[src/rtl/note_phase_gen.sv]
// Per-voice phase stepper: walks the 48-entry wave-table index at 48x the note
// frequency and, after key release, parks at the next zero crossing of the wave.
module note_phase_gen #(
  parameter int DIV_W = 14
) (
  input  logic       clk,
  input  logic       reset,
  input  logic       key_down,
  input  logic [3:0] note,
  input  logic [1:0] octave,
  output logic [5:0] select,
  output logic       active,
  output logic       step
);

  // state   | meaning
  // IDLE    | silent, select parked at 0
  // RUN     | key held, stepping select every div cycles
  // RELEASE | key up, stepping until select reaches a zero crossing (0 or 24)
  typedef enum logic [1:0] {IDLE, RUN, RELEASE} state_t;

  state_t           state_q, state_d;
  logic [DIV_W-1:0] cnt_q, cnt_d, div_q, div_d, new_div, cnt_adv;
  logic [3:0]       note_q, note_d;
  logic [1:0]       oct_q, oct_d;
  logic [5:0]       select_q, select_d, sel_inc, sel_adv;
  logic             active_q, active_d, step_q, step_d;
  logic             pair_valid, pair_changed, tc;

  // Octave-4 dividers for 50 MHz; other octaves derive by shifting.
  function automatic logic [DIV_W-1:0] lookup_div(input logic [3:0] n, input logic [1:0] o);
    logic [DIV_W-1:0] base;
    case (n)
      4'd0:    base = DIV_W'(3982);
      4'd1:    base = DIV_W'(3758);
      4'd2:    base = DIV_W'(3547);
      4'd3:    base = DIV_W'(3348);
      4'd4:    base = DIV_W'(3160);
      4'd5:    base = DIV_W'(2983);
      4'd6:    base = DIV_W'(2815);
      4'd7:    base = DIV_W'(2657);
      4'd8:    base = DIV_W'(2508);
      4'd9:    base = DIV_W'(2367);
      4'd10:   base = DIV_W'(2235);
      4'd11:   base = DIV_W'(2109);
      default: base = '0;
    endcase
    return (base << 1) >> o;
  endfunction

  assign pair_valid   = note < 4'd12;
  assign pair_changed = (note != note_q) || (octave != oct_q);
  assign new_div      = lookup_div(note, octave);
  assign tc           = cnt_q == div_q - DIV_W'(1);
  assign sel_inc      = (select_q == 6'd47) ? 6'd0 : select_q + 6'd1;
  assign cnt_adv      = tc ? '0 : cnt_q + DIV_W'(1);
  assign sel_adv      = tc ? sel_inc : select_q;

  always_comb begin
    state_d  = state_q;
    cnt_d    = cnt_q;
    div_d    = div_q;
    note_d   = note_q;
    oct_d    = oct_q;
    select_d = select_q;
    active_d = active_q;
    step_d   = 1'b0;
    case (state_q)
      IDLE: begin
        select_d = '0;
        cnt_d    = '0;
        active_d = 1'b0;
        if (key_down && pair_valid) begin
          note_d  = note;
          oct_d   = octave;
          div_d   = new_div;
          state_d = RUN;
        end
      end
      RUN: begin
        // First RUN cycle after IDLE only raises active; counting starts here.
        if (!active_q) begin
          active_d = 1'b1;
          cnt_d    = '0;
        end else if (key_down && pair_valid && pair_changed) begin
          note_d = note;
          oct_d  = octave;
          div_d  = new_div;
          cnt_d  = '0;
        end else begin
          cnt_d    = cnt_adv;
          select_d = sel_adv;
          step_d   = tc;
          if (!key_down) state_d = RELEASE;
        end
      end
      RELEASE: begin
        if (key_down && pair_valid) begin
          state_d = RUN;
          if (pair_changed) begin
            note_d = note;
            oct_d  = octave;
            div_d  = new_div;
            cnt_d  = '0;
          end else begin
            cnt_d    = cnt_adv;
            select_d = sel_adv;
            step_d   = tc;
          end
        end else if (select_q == 6'd0 || select_q == 6'd24) begin
          state_d  = IDLE;
          select_d = '0;
          cnt_d    = '0;
          active_d = 1'b0;
        end else begin
          cnt_d    = cnt_adv;
          select_d = sel_adv;
          step_d   = tc;
          if (tc && (sel_inc == 6'd0 || sel_inc == 6'd24)) begin
            select_d = '0;
            active_d = 1'b0;
            state_d  = IDLE;
          end
        end
      end
      default: state_d = IDLE;
    endcase
  end

  always_ff @(posedge clk) begin
    if (reset) begin
      state_q  <= IDLE;
      cnt_q    <= '0;
      div_q    <= '0;
      note_q   <= '0;
      oct_q    <= '0;
      select_q <= '0;
      active_q <= 1'b0;
      step_q   <= 1'b0;
    end else begin
      state_q  <= state_d;
      cnt_q    <= cnt_d;
      div_q    <= div_d;
      note_q   <= note_d;
      oct_q    <= oct_d;
      select_q <= select_d;
      active_q <= active_d;
      step_q   <= step_d;
    end
  end

  assign select = select_q;
  assign active = active_q;
  assign step   = step_q;

endmodule

[config.mk]
export PLATFORM = sky130hd
export DESIGN_NAME = note_phase_gen
export DESIGN_NICKNAME = d
export VERILOG_FILES = /design/src/rtl/note_phase_gen.sv
export SDC_FILE = /design/constraint.sdc
export NUM_CORES = 1
export LEC_CHECK = 0
export ABC_AREA = 1
export BUFFER_PORTS_ARGS = -buffer_cell sky130_fd_sc_hd__buf_2
export CORE_AREA = 2 2 104 126
export DETAILED_ROUTE_END_ITERATION = 16
export DIE_AREA = 0 0 106 128
export PLACE_DENSITY_LB_ADDON = 0.2
export RECOVER_POWER = 25
export SLEW_MARGIN = 20
export SYNTH_ARGS = -nofsm -noshare
export SYNTH_HDL_FRONTEND = slang
export SYNTH_SLANG_ARGS = --single-unit
[constraint.sdc]
create_clock -name clk -period 2.2 [get_ports clk]
set_input_delay 0.33 -clock clk [delete_from_list [all_inputs] [get_ports clk]]
set_output_delay 0.33 -clock clk [all_outputs]
set_load 0.02 [all_outputs]
==> impl_results.md, run 1 <==
- Routed Antenna Nets: 0
- Remaining global-route overflow: 0
- Combinational Power Share: 57.2%
- # fillers: 1374
- Slew HR: 67.0%
- Clock root buffer: clkbuf_16
- Leading area contributor after synthesis: dfxtp_1
- Syn Area/Cell: 6.43 sq um
- Main synth FF type: dfxtp_1
- CP Max Fanout: 6
- Final wirelength: 9320 microns
- Post-synth cell types: 44
- Worst-margin pin slew: 0.495 ns
- Syn Inst Count: 563
- DR iter-0 viols: 96
- Number of buffers created by CTS: 5
- Sw power: 0.00223 W
- Final Hold Fails: 0
- Seq pwr share: 26.0%
- Pwr Density: 1080 nW/um^2
- CP Launch Type: flip-flop
- Drt drc: 0
- Sink Count: 43
- Vias: 3522
- Post-Synthesis Net Count: 585
- Power share of the clock group: 16.7%
- Lkg Pwr: 1.78 nW
- Tmin final: 2.02 ns
- Cell-internal power: 0.00228 W
- Number of global-route vias before repair: 3362
- Post-detailed-route wirelength per cell: 12.4 microns
- Worst hold path type: in -> reg
- CP Capture Type: flip-flop
- Share of the synthesized area in the top cell type: 23.8%
- Largest net degree at the start of global routing: 29
- Final RePlAce weighted congestion: 0.831
- Buffers on Ports: 16
- Status: finished clean
- Syn Std Cell Area: 3620 sq um
- CTS clk-pin slew, worst paths: 0.07 ns
- Die outline height: 128 microns
- Smallest hold slack: 0.345 ns
- Pins Over Slew Limit: 0
- First-pass GRT wire length: 15700 microns
- Dpl ws: 0.0909 ns
- Yosys reg bits: 43
- P&R area growth vs syn: 15.0%
- Clk Latency, worst-skew pair: 0.29 ns
- Async S/R FF share, synth: 0%
- CP Data Arrival Time: 2.18 ns
- CTS tree: done
- EDFF count, synth: 0
- Max Buffers Root-to-Sink: 2
- Worst Setup Path Type: reg -> reg
- Layout cells sized above 1: 21.0%
- Nets: 611
- Period utilization: 91.6%
- Boundary Pins: 17
- Die area: 13600 sq um
- Tot GR Track Use: 14.3%
- Area used by multi-input combinational logic: 2490 sq um
- Pre-antenna DRT Iters: 4
- Clock Skews: 0.00781 ns
- Synth area leaders: dfxtp_1 24%, nand2_1 14%, nor2_1 8.6%
- Row cnt: 45
- Final setup margin: 0.185 ns
- H-tree levels: 2
- Initial Utilization: 29.1%
- Die Wd: 106 microns
- Vias per cell: 4.67
- Core Region: 12400 sq um
- Final setup fails: 0
- Sequential area share after synthesis: 23.8%
- FMAX: 0.496 GHz
- DP HPWL: 7580 microns
- Ys Warns: 0
- Worst vdd ir: 0.603 mV
- # Max-Cap Violations: 0
- Req. time, crit path: 2.37 ns
- FF/Latch Area: 870 sq um
- Sw frac: 49.4%
- R2R Setup Slk: 0.18 ns
- Initial antenna violation count: 0
- ANT cells: 0
==> flip-flops by register name, summed over array words and instances (netlist names) <==
signal   count
active       1
cnt_q       14
div_q       13
note_q       4
oct_q        2
select       6
state_q      2
step         1
==> cells by family after synthesis <==
group	after synthesis	share of synthesized area [%]
adder cells (fa/ha/maj)	13	4.49
multiplexers	3	0.830
AND/OR/NAND/NOR	307	41.0
AO/OA/AOI/OAI	102	16.6
buffers and inverters	82	9.26
flip-flops	43	23.8
XOR/XNOR	13	3.98
==> cell type report <==
| class | count | area share, % |
|---|---|---|
| clock buffer | 5 | 3.01 |
| clock inverter | 3 | 0.571 |
| inverter | 69 | 6.28 |
| multi-input combinational | 438 | 59.9 |
| sequential | 43 | 20.9 |
| tap | 164 | 4.93 |
| timing repair buffer | 32 | 4.45 |
==> layout by cell type (no fill, tap or decap), types with 10 or more instances in the layout <==
cell type    n
nor2_1      76
nand2_2     14
nand3_1     27
buf_2       10
nand2_1    128
dfxtp_1     36
inv_2       12
buf_4       14
ha_1        11
nor2_2      12
nand3_2     15
a21oi_1     28
inv_1       56
o21ai_0     37
==> path summary, 6_finish.rpt <==
check,from,to,depth (start not counted)
worst min-delay path,octave[0],oct_q[0],3
worst max register to register,div_q[0],select[3],13
worst max-delay path,div_q[0],select[3],13
worst min register to register,cnt_q[13],cnt_q[13],2
==> power by group through the flow <==
stage               combinational (W)  sequential, W  clock (W)
floorplan                     0.00199        0.00112          0
global placement              0.00248        0.00116          0
detailed placement            0.00249        0.00117          0
CTS                           0.00250        0.00115   0.000773
global route                  0.00293        0.00120   0.000804
finish                        0.00258        0.00117   0.000755
==> worst max-delay path, stage by stage, from the launching register on <==
cell	delay, ns
dfxtp_2	0.34
inv_2	0.05
ha_4	0.24
xnor2_2	0.13
nor2_2	0.15
nand3_1	0.10
nor2_1	0.12
nand2_2	0.10
nor2_8	0.18
nand4_4	0.12
nand2_4	0.12
nand3_4	0.11
nand2_1	0.09
a21oi_1	0.06
==> synthesized netlist by cell type, types with 6 or more instances <==
cell	n
inv_2	11
nand2_2	9
nand3_1	27
nand2_1	133
clkbuf_1	7
nand3_2	15
a211oi_1	9
nand3b_1	6
inv_1	58
nor3_1	6
nor2_2	7
a21oi_1	28
o21ai_1	7
nor2_1	83
o21ai_0	37
ha_1	13
dfxtp_1	43
==> metrics by stage <==
step / total power, W / area, sq um / util, % / TNS (ns) / instances
6_report: 0.00451 / 4160 / 33.4 / 0 / 754
5_1_grt: 0.00494 / 4160 / 33.4 / -0.00873 / 754
4_1_cts: 0.00442 / 4090 / 32.9 / 0 / 753
3_5_place_dp: 0.00366 / 3940 / 31.7 / 0 / 745
3_3_place_gp: 0.00364 / 3940 / 31.7 / 0 / 745
2_1_floorplan: 0.00311 / 3620 / - / 0 / 563
==> what timing repair did <==
| item | 4_1_cts | 5_1_grt |
|---|---|---|
| setup buffers | 0 | 1 |
| resized for setup | 0 | 31 |
| hold buffers | 0 | 0 |
| endpoints found under the setup margin | 0 | 22 |
==> routing by layer <==
layer	share of wire [%]	global-route usage, %
met1	44	16.0
met2	52	27.6
met3	1.5	1.53
met4	2.0	5.19
met5	0	0
No activity file was read; power rests on OpenSTA's default activity.
==> inputs of run 2 (changes only) <==
Settings changed: CORE_AREA 2 2 104 126 to 2 2 74 91, DIE_AREA 0 0 106 128 to 0 0 76 93, SKIP_CTS_REPAIR_TIMING set to 1.
==> impl_results.md, run 2 (same netlist as run 1, synthesis figures left out) <==
- Die outline height: 93 microns (was 128 microns)
- Area used by multi-input combinational logic: 2450 sq um (was 2490 sq um)
- Clk Latency, worst-skew pair: 0.29 ns (about the same)
- Pins Over Slew Limit: 0 (unchanged)
- Initial antenna violation count: 0 (unchanged)
- # Max-Cap Violations: 0 (unchanged)
- Fin Setup TNS: 0 ns (unchanged)
- Pre-antenna DRT Iters: 5 (was 4)
- FF/Latch Area: 863 sq um (was 870 sq um)
- ANT cells: 0 (unchanged)
- CP Max Fanout: 6 (unchanged)
- Nets: 604 (was 611)
- Max Buffers Root-to-Sink: 2 (unchanged)
- Row cnt: 32 (was 45)
- Area of placed instances: 3800 sq um (was 3940 sq um)
- Slew HR: 66.9% (was 67.0%)
- Core Region: 6210 sq um (was 12400 sq um)
- CP Data Arrival Time: 2.22 ns (was 2.18 ns)
- Worst vdd ir: 0.882 mV (was 0.603 mV)
- M1 GR Usage: 29.2% (was 16.0%)
- Final RePlAce weighted congestion: 0.971 (was 0.831)
- Period utilization: 93.0% (was 91.6%)
- CP cell instances: ha_1 -> nand2_1 -> nor2_1 -> nand3_1 -> nand3b_1 -> nor2_1 -> nor2_1 -> nand4_4 -> nand2_4 -> nand3_4 -> nand2_1 -> a21oi_2 (was inv_2 -> ha_4 -> xnor2_2 -> nor2_2 -> nand3_1 -> nor2_1 -> nand2_2 -> nor2_8 -> nand4_4 -> nand2_4 -> nand3_4 -> nand2_1 -> a21oi_1)
- # fillers: 578 (was 1374)
- Final wirelength: 8250 microns (was 9320 microns)
- Vias: 3569 (was 3522)
- M3 GR Usage: 2.90% (was 1.53%)
- Worst path top cell family by delay: simple AND/OR/NAND/NOR gates (unchanged)
- H-tree levels: 2 (unchanged)
- Die area: 7070 sq um (was 13600 sq um)
- Most Crowded Layer GR: met2 (unchanged)
- CP Capture Type: flip-flop (unchanged)
- Final Hold Fails: 0 (unchanged)
- Remaining global-route overflow: 0 (unchanged)
- Slowest stage delay, CP: 0.44 ns (was 0.34 ns)
- First-pass GRT wire length: 14300 microns (was 15700 microns)
- P&R area growth vs syn: 8.95% (was 15.0%)
- Largest reg by FF count: cnt_q (unchanged)
- Most frequent CP cell: nor2_1
- Largest net degree at the start of global routing: 29 (unchanged)
- Drt drc: 0 (unchanged)
- Layout cells sized above 1: 17.0% (was 21.0%)
- Bufs and invs on worst path: 0 (was 1)
- Clock Skews: 0.00840 ns (was 0.00781 ns)
- DR iter-0 viols: 137 (was 96)
- Buffers on Ports: 16 (unchanged)
- FMAX: 0.489 GHz (was 0.496 GHz)
- Tmin final: 2.05 ns (was 2.02 ns)
- Pwr Density: 1100 nW/um^2 (was 1080 nW/um^2)
- Routing usage on met2: 46.1% (was 27.6%)
- Post-detailed-route wirelength per cell: 12.4 microns (about the same)
- Number of buffers created by CTS: 5 (unchanged)
- Max FFs per register: 14 (unchanged)
- CTS clk-pin slew, worst paths: 0.08 ns (was 0.07 ns)
- Tot GR Track Use: 24.2% (was 14.3%)
- Number of global-route vias before repair: 3336 (was 3362)
- Worst Setup Path Type: reg -> reg (unchanged)
- Lkg Pwr: 1.74 nW (was 1.78 nW)
- Commonest non-fill, non-tap cell in the layout: nand2_1 (unchanged)
- Routed Antenna Nets: 0 (unchanged)
- CP Launch Type: flip-flop (unchanged)
- Sink Count: 43 (unchanged)
- Vias per cell: 5.34 (was 4.67)
- Req. time, crit path: 2.38 ns (was 2.37 ns)
- Fin area: 3940 sq um (was 4160 sq um)
- Status: finished clean (unchanged)
- CTS tree: done (unchanged)
- Die Wd: 76 microns (was 106 microns)
- Max stage delay cell, worst path: dfxtp_1 (was dfxtp_2)
- Commonest non-fill, non-tap cells in the layout: 133 x nand2_1, 82 x nor2_1, 58 x inv_1 (was 128 x nand2_1, 76 x nor2_1, 56 x inv_1)
- Worst-margin pin slew: 0.495 ns (about the same)
- Worst hold path type: in -> reg (unchanged)
- Boundary Pins: 17 (unchanged)
- Initial Utilization: 58.3% (was 29.1%)
- Clock root buffer: clkbuf_8 (was clkbuf_16)
- DP HPWL: 6430 microns (was 7580 microns)
- Final setup fails: 0 (unchanged)
-- run 2: cell count changes in the layout (fill, tap and decap cells not counted), moves of 4 or more --
cell,delta
nor2_1,+6
clkbuf_16,-5
nand2_2,-5
dfxtp_2,-5
nor2_2,-4
clkbuf_8,+6
buf_4,-5
nand2_1,+5
dfxtp_1,+5
-- run 2: routing by layer --
| layer | vias up | share of wire [%] |
|---|---|---|
| met4 | 0 | 0.96 |
| met2 | 63 | 51 |
| met5 | - | 0 |
| li1 | 1856 | - |
| met3 | 9 | 2.4 |
| met1 | 1641 | 45 |
-- run 2: area by class of cell --
cell class,count,share of cell area (%)
clock buffer,6,2.09
clock inverter,2,0.888
inverter,69,6.63
multi-input combinational,438,62.2
sequential,43,21.9
tap,85,2.70
timing repair buffer,25,3.55
-- run 2: final timing paths --
check	start	to	slack, ns	depth (start not counted)
max	select[0]	select[0]	0.15	12
min	octave[0]	oct_q[0]	0.39	3
max reg2reg	select[0]	select[0]	0.15	12
min reg2reg	cnt_q[13]	cnt_q[13]	0.49	2
-- run 2: where the power goes --
group	leakage, nW	total, W	switching (W)	internal, W
Clock	0.0612	0.000638	0.000270	0.000368
Combinational	1.33	0.00253	0.00166	0.000869
Sequential	0.352	0.00116	0.000199	0.000958
-- run 2: per-stage QoR --
| stage | utilization [%] | instances | power (W) | hold slack (ns) | worst slack [ns] |
|---|---|---|---|---|---|
| CTS | 63.1 | 668 | 0.00427 | 0.381 | 0.0610 |
| finish | 63.5 | 668 | 0.00432 | 0.391 | 0.153 |
| floorplan | - | 563 | 0.00311 | 0.458 | 0.236 |
| global placement | 61.2 | 660 | 0.00358 | 0.478 | 0.128 |
| detailed placement | 61.2 | 660 | 0.00361 | 0.480 | 0.0832 |
| global route | 63.5 | 668 | 0.00469 | 0.415 | -0.0276 |
-- run 2: worst min-delay path, stage by stage --
cell	delay, ns
buf_2	0.10
inv_2	0.08
a21oi_1	0.13
